**src/rtl/sbit_occupancy_monitor_pkg.sv**
```systemverilog
// rtl/sbit_occupancy_monitor_pkg.sv - shared widths, window table and snapshot FSM encoding
package sbit_occupancy_monitor_pkg;

  localparam int SUM_W  = 20;
  localparam int OVER_W = 15;
  localparam int CNT_W  = 6;
  localparam int BX_W   = 14;
  localparam int RUN_W  = 4;

  // Window lengths in BX, indexed by win_sel.
  localparam logic [3:0][BX_W:0] WIN_LEN = {15'd16384, 15'd4096, 15'd1024, 15'd256};

  typedef enum logic {
    ST_EMPTY = 1'b0,
    ST_FULL  = 1'b1
  } snap_state_e;

  function automatic logic [BX_W-1:0] win_last(input logic [1:0] sel);
    return BX_W'(WIN_LEN[sel] - 15'd1);
  endfunction

endpackage

```
**src/rtl/sbit_occupancy_monitor_hot_detect.sv**
```systemverilog
// rtl/sbit_occupancy_monitor_hot_detect.sv - run-length alarm on consecutive over-threshold BX
module sbit_hot_detect
  import sbit_occupancy_monitor_pkg::*;
(
  input  logic             lhc_clock,
  input  logic             reset,
  input  logic             lte_n,
  input  logic [RUN_W-1:0] hot_len,
  output logic             hot
);

  logic [RUN_W-1:0] run_q, run_d;
  logic             hot_q, hot_d;
  logic [RUN_W:0]   run_inc;

  // run_inc counts the current sample too, so the compare is against run+1.
  always_comb begin
    run_inc = (RUN_W+1)'(run_q) + 1'b1;
    run_d   = '0;
    hot_d   = 1'b0;
    if (!lte_n) begin
      run_d = run_inc[RUN_W] ? run_q : run_inc[RUN_W-1:0];
      hot_d = (hot_len != '0) && (run_inc >= (RUN_W+1)'(hot_len));
    end
  end

  always_ff @(posedge lhc_clock) begin
    if (reset) begin
      run_q <= '0;
      hot_q <= 1'b0;
    end else begin
      run_q <= run_d;
      hot_q <= hot_d;
    end
  end

  assign hot = hot_q;

endmodule

```
**src/rtl/sbit_occupancy_monitor.sv**
```systemverilog
// rtl/sbit_occupancy_monitor.sv - windowed S-bit occupancy accumulator with snapshot handoff
module sbit_occupancy_monitor
  import sbit_occupancy_monitor_pkg::*;
(
  input  logic              lhc_clock,
  input  logic              reset,
  input  logic [CNT_W-1:0]  count_in,
  input  logic              lte_n,
  input  logic [1:0]        win_sel,
  input  logic [RUN_W-1:0]  hot_len,
  input  logic              snap_ack,
  output logic              snap_valid,
  output logic [SUM_W-1:0]  snap_sum,
  output logic [CNT_W-1:0]  snap_peak,
  output logic [OVER_W-1:0] snap_over,
  output logic              hot,
  output logic              snap_lost
);

  logic [BX_W-1:0]   bx_q, bx_d;
  logic [1:0]        sel_q, sel_d;
  logic [SUM_W-1:0]  sum_q, sum_d, sum_tot;
  logic [CNT_W-1:0]  peak_q, peak_d, peak_tot;
  logic [OVER_W-1:0] over_q, over_d, over_tot;
  logic [SUM_W-1:0]  snap_sum_q, snap_sum_d;
  logic [CNT_W-1:0]  snap_peak_q, snap_peak_d;
  logic [OVER_W-1:0] snap_over_q, snap_over_d;
  snap_state_e       state_q, state_d;
  logic              lost_q, lost_d;
  logic              close;
  logic              load;

  // Totals include the current sample so the close cycle is counted in its own window.
  always_comb begin
    sum_tot  = sum_q + SUM_W'(count_in);
    peak_tot = (count_in > peak_q) ? count_in : peak_q;
    over_tot = over_q + OVER_W'(!lte_n);
  end

  assign close = (bx_q == win_last(sel_q));

  always_comb begin
    bx_d   = close ? '0 : bx_q + 1'b1;
    sel_d  = (bx_q == '0) ? win_sel : sel_q;
    sum_d  = close ? '0 : sum_tot;
    peak_d = close ? '0 : peak_tot;
    over_d = close ? '0 : over_tot;
  end

  always_comb begin
    state_d = state_q;
    lost_d  = lost_q;
    load    = 1'b0;
    case (state_q)
      ST_EMPTY: begin
        if (close) begin
          load    = 1'b1;
          state_d = ST_FULL;
        end
      end
      ST_FULL: begin
        if (close) begin
          if (snap_ack) load   = 1'b1;
          else          lost_d = 1'b1;
        end else if (snap_ack) begin
          state_d = ST_EMPTY;
        end
      end
      default: state_d = ST_EMPTY;
    endcase
  end

  always_comb begin
    snap_sum_d  = load ? sum_tot  : snap_sum_q;
    snap_peak_d = load ? peak_tot : snap_peak_q;
    snap_over_d = load ? over_tot : snap_over_q;
  end

  always_ff @(posedge lhc_clock) begin
    if (reset) begin
      bx_q        <= '0;
      sel_q       <= win_sel;
      sum_q       <= '0;
      peak_q      <= '0;
      over_q      <= '0;
      snap_sum_q  <= '0;
      snap_peak_q <= '0;
      snap_over_q <= '0;
      state_q     <= ST_EMPTY;
      lost_q      <= 1'b0;
    end else begin
      bx_q        <= bx_d;
      sel_q       <= sel_d;
      sum_q       <= sum_d;
      peak_q      <= peak_d;
      over_q      <= over_d;
      snap_sum_q  <= snap_sum_d;
      snap_peak_q <= snap_peak_d;
      snap_over_q <= snap_over_d;
      state_q     <= state_d;
      lost_q      <= lost_d;
    end
  end

  sbit_hot_detect u_hot (
    .lhc_clock (lhc_clock),
    .reset     (reset),
    .lte_n     (lte_n),
    .hot_len   (hot_len),
    .hot       (hot)
  );

  assign snap_valid = (state_q == ST_FULL);
  assign snap_sum   = snap_sum_q;
  assign snap_peak  = snap_peak_q;
  assign snap_over  = snap_over_q;
  assign snap_lost  = lost_q;

endmodule

```
**config.mk**
```make
export PLATFORM = sky130hd
export DESIGN_NAME = sbit_occupancy_monitor
export DESIGN_NICKNAME = d
export VERILOG_FILES = /design/src/rtl/sbit_occupancy_monitor_pkg.sv /design/src/rtl/sbit_occupancy_monitor_hot_detect.sv /design/src/rtl/sbit_occupancy_monitor.sv
export SDC_FILE = /design/constraint.sdc
export NUM_CORES = 1
export LEC_CHECK = 0
export ABC_AREA = 1
export CORE_ASPECT_RATIO = 1.5
export CORE_MARGIN = 10
export CORE_UTILIZATION = 45
export CTS_CLUSTER_SIZE = 24
export DETAILED_ROUTE_END_ITERATION = 12
export PLACE_DENSITY_LB_ADDON = 0.3
export SLEW_MARGIN = 0
export SYNTH_ARGS = -nofsm -noshare
export SYNTH_HDL_FRONTEND = slang
export SYNTH_SLANG_ARGS = --single-unit
```
**constraint.sdc**
```tcl
create_clock -name lhc_clock -period 2.88 [get_ports lhc_clock]
set_input_delay 0.576 -clock lhc_clock [delete_from_list [all_inputs] [get_ports lhc_clock]]
set_output_delay 0.576 -clock lhc_clock [all_outputs]
set_load 0.02 [all_outputs]
```
### After elaboration in Yosys (flattened, before gate mapping)

Index checks and enable logic that the tools add are counted.

* register bits after elaboration: 105
* logic and storage cells: 43

* add/subtract/negate cells: 5
* $lt $le $gt $ge: 3
* equality and inequality tests: 1
* muxes and demuxes: 12
* bitwise logic cells: 2
* reduce and logical (&&, ||, !) cells: 8

Operator list (number)
* 15-bit binary-select mux with 2-bit select: 1
* 20-bit by 6-bit adder with 20-bit output: 1
* 15-bit by 1-bit adder with 15-bit output: 1
* 14-bit by 1-bit adder with 14-bit output (second input constant): 1
* 14-bit equality test: 1
* 14-bit logical NOT: 1
* 14-bit 2-to-1 mux: 1
* 14-bit by 1-bit subtractor with 14-bit output (second input constant): 1
* 6-bit > comparator: 1
* 6-bit 2-to-1 mux: 1
* 4-bit by 1-bit adder with 5-bit output (second input constant): 1
* 5-bit by 4-bit >= comparator with 1-bit output: 1
* 1-bit 2-to-1 mux: 5
* 2-bit 2-to-1 mux: 2
* 1-bit case mux with 2 select lines: 2
* 4-bit nonzero test: 1
* 2-bit OR reduction: 2
* 2-bit by 3-bit < comparator with 1-bit output (second input constant): 1
* 3-bit AND reduction: 1
* 1-bit inverter: 2
* 2-bit nonzero test: 1
* 1-bit logical AND: 1
* 1-bit logical NOT: 1

### Logic depth before layout (Yosys ltp)

* depth in word-level cells: 6
* gate-level depth with buffers: 13

### By module

From an unflattened synthesis, not the netlist that was laid out.

* cell total of the unflattened synthesis: 687
* area, all modules: 5033.6 µm²

Modules (own cells, without submodules)
* sbit_occupancy_monitor: instances 1, cells each 641, area each 4703.3 µm², seq. area each 2021.9 µm²
* sbit_hot_detect: instances 1, cells each 46, area each 330.3 µm², seq. area each 100.1 µm²

### Least setup slack after synthesis

No wires, ideal clock.

* path kind: in2reg
* start point: input count_in[0]
* end point: register snap_sum_q[10], in the netlist snap_sum[10]
* arrival: 1932 ps
* data required time: 2757 ps
* slack: 825 ps
* stages: 11
* buffers on the path: 0
* path through: ha_1 inv_1 fa_1 inv_1 nand3_1 nand2_1 nand2_1 nand2_1 nand2_1 xor2_1 a21oi_1

* longest elaborated chain between the ends: 1

RTL lines
* from (decl): RTL line sbit_occupancy_monitor.sv:7 `input logic [CNT_W-1:0] count_in,`
* 20-bit by 6-bit adder with 20-bit output: RTL line sbit_occupancy_monitor.sv:35 `sum_tot = sum_q + SUM_W'(count_in);`
* to (signal assigned): RTL line sbit_occupancy_monitor.sv:97 `snap_sum_q <= snap_sum_d;`
* to (decl): RTL line sbit_occupancy_monitor.sv:25 `logic [SUM_W-1:0] snap_sum_q, snap_sum_d;`

Every way passes these cells.
A chain may end at the register's enable or synchronous reset.

### Final worst setup path

Same ends and word-level chain as after synthesis.

==> reports/metrics.yaml <==
grt_pass1_wl_mm: 19.5
area_growth_pct: 20.2
maxClockFrequency_mhz: 398
seq_area_frac_synth_pct: 42.4
wirelength_mm: 11.5
holdCritPathClass: "flop to flop"
final_cell_mix: "nand2_1 (184), inv_1 (119), dfxtp_1 (103), nor2_1 (89), clkdlybuf4s50_1 (59)"
dpl_cell_area_um2: 5730
grt_max_degree: 54
via_count: 4401
place_ws_ns: 0.0118
gp_congestion: 0.853
cp_slowest_cell: "clkdlybuf4s50_1"
cts_made_buffers: 9
syn_avg_cell_area_um2: 7.09
fin_worst_skew_ns: 0.0135
ys_top_cells_by_area: "dfxtp_1 (41%), nand2_1 (14%), inv_1 (8.9%)"
final_core_util_pct: 54.7
core.rowCount: 47
end_kind: "flop"
final_common_cell: "nand2_1"
dp.cells: 901
fin_crit_sh_pct: 87.3
coreArea_um2: 11000
tightest_slew_ns: 0.586
ioPinCount: 60
final.min_clock_period_ns: 2.52
clk_pin_slew_ns: 0.07
setup_ws_ns: 0.364
cp-start-kind: "input pin"
dr.pass1.iters: 4
cpLargestDelayFamily: "buffers and inverters"
nets: 803
antenna_found_initial: 0
drcViolationCount: 0
cts_setup_buffers: 0
fin_tns_setup_ns: 0
clkPwrFrac_pct: 36.4
intPower_w: 0.00235
hpwl_mm: 8.65
r2r_setup_slack_ns: 0.81
grt_overflow: 0
crit_path_start: "count_in[0]"
hold_path_startpoint: "bx_q[0]"
netlist.area_leader.share_pct: 41.2
port_buffers: 59
register_area_um2: 2120
wire_per_inst_um: 12.5
postRouteAntennaNets: 0
wl_met2_mm: 6.04
insertion_delay_ns: 0.35
critical_path_class: "input pin to flop"
drtIter0Drc: 195
cpPeakStageDelay_ns: 0.50
final_area_um2: 6020
critPathBufInv: 3
r2r_start: "sum_q[0]"
powerDensity_nw_per_um2: 535
route.top_layer_used: "met4"
drt-met1-wl_mm: 4.81
p_comb_share_pct: 15.1
critPathMaxFanout: 8
final_max_slew_viol_count: 0
p_leak_nw: 2.72
rsz0062_at_grt: "false"
cts_tree: "yes"
swShare_pct: 27.1
synth_cells: 707
antennaDiodeCount: 0
path_cells: "clkdlybuf4s50_1 -> ha_1 -> inv_1 -> fa_1 -> inv_1 -> nand3_1 -> nand2_1 -> nand2_1 -> nand2_1 -> nand2_1 -> xor2_1 -> a21oi_1"
root_buffer: "clkbuf_16"
worstPathArrival_ns: 2.73
wl_met3_um: 489
status: "finished clean"
ys_types: 34
synth_top_cell_by_area: "dfxtp_1"
max_slew_margin_pct: 60.9
multiInputGateArea_um2: 2340
layout.cells.non_filler: 917
fillers: 1062
hold_buffers: 0
peakVddDrop_mv: 0.259
hold_violations: 0
syn_nets: 745
clockBufferDepth: 2
first_global_vias: 4266
die_area_um2: 15800
finalSetupViolCount: 0
drive_gt1_share_pct: 4.16
die_x_um: 106
cts_sinks: 105
worstPathRequired_ns: 3.10
yosysWarnings: 0
syn_area_um2: 5010
ctsHtreeMaxLevel: 3
power_switching_w: 0.000874
die_h_um: 149
synth_seq_cells: 105
viasPerCell: 4.80
start_util_pct: 45.6
cts_resized: 0
crit_top_cell: "nand2_1"
seqPwrFrac_pct: 48.5
cap_violations: 0
grt.total_usage_pct: 14.8
## power by group through the flow
stage | registers (W) | clock network [W] | logic [W]
CTS | 0.00156 | 0.00121 | 0.000488
global placement | 0.00159 | 0 | 0.000473
finish | 0.00156 | 0.00117 | 0.000485
global route | 0.00157 | 0.00126 | 0.000559
detailed placement | 0.00160 | 0 | 0.000486
floorplan | 0.00158 | 0 | 0.000358
## area by class of cell
class                      instances  area share (%)
clock inverter                     4           0.561
timing repair buffer              64            10.4
inverter                         122            7.61
sequential                       105            35.3
tap                              147            3.06
clock buffer                      12            4.26
multi-input combinational        463            38.8
## sequential cells by signal, summed over array words and instances, names as in the netlist, 2 cells and up
register and count:
u_hot.run_q 4, snap_peak 6, sum_q 20, bx_q 14
snap_sum 20, over_q 15, snap_over 15, peak_q 6
sel_q 2
## cell usage after synthesis
cell type and instances:
nand2_1 184, inv_1 119, dfxtp_1 103, nor2_1 89, a21oi_1 53, nand3_1 34
ha_1 21, xor2_1 15, o21ai_0 13, buf_2 11, nand4_1 11, xnor2_1 11
nor3_1 8, nand3b_1 4, inv_2 3, buf_1 2, buf_6 2, clkbuf_1 2
edfxtp_1 2, nand2_2 2, nor3_2 2, nor4_1 2, o21ai_1 2, or2_2 2
a31oi_1 1, and2_1 1, and3_1 1, fa_1 1, nand4_2 1, nand4_4 1
nor2_8 1, nor3b_1 1, o21a_1 1, o21bai_1 1
## cell families (layout without fill, tap and decap cells)
group,Yosys count,count (layout),share of synthesized area (%)
DFF,105,105,42.4
and+or+nand+nor,344,344,29.2
xor gates and xnor gates,26,26,4.55
AOI/OAI and AO/OA,71,71,7.22
buffers and inverters,139,202,11.0
adders and majority gates,22,22,5.64
## stage by stage
| step | total power [W] | hold slack, ns |
|---|---|---|
| 6_report | 0.00322 | 0.470 |
| 5_1_grt | 0.00339 | 0.512 |
| 4_1_cts | 0.00326 | 0.476 |
| 3_5_place_dp | 0.00208 | 0.461 |
| 3_3_place_gp | 0.00207 | 0.446 |
| 2_1_floorplan | 0.00194 | 0.430 |
## final timing paths
path | to | cells after the start
worst min register to register | bx_q[0] | 1
worst max register to register | snap_sum[10] | 11
worst max-delay path | snap_sum[10] | 12
worst min-delay path | bx_q[0] | 1
## metal layers
metal	global-route usage (%)	vias up
met4	5.57	0
met1	16.2	2012
li1	-	2296
met3	2.98	8
met2	27.1	85
met5	0	-
No activity file was read; power rests on OpenSTA's default activity.
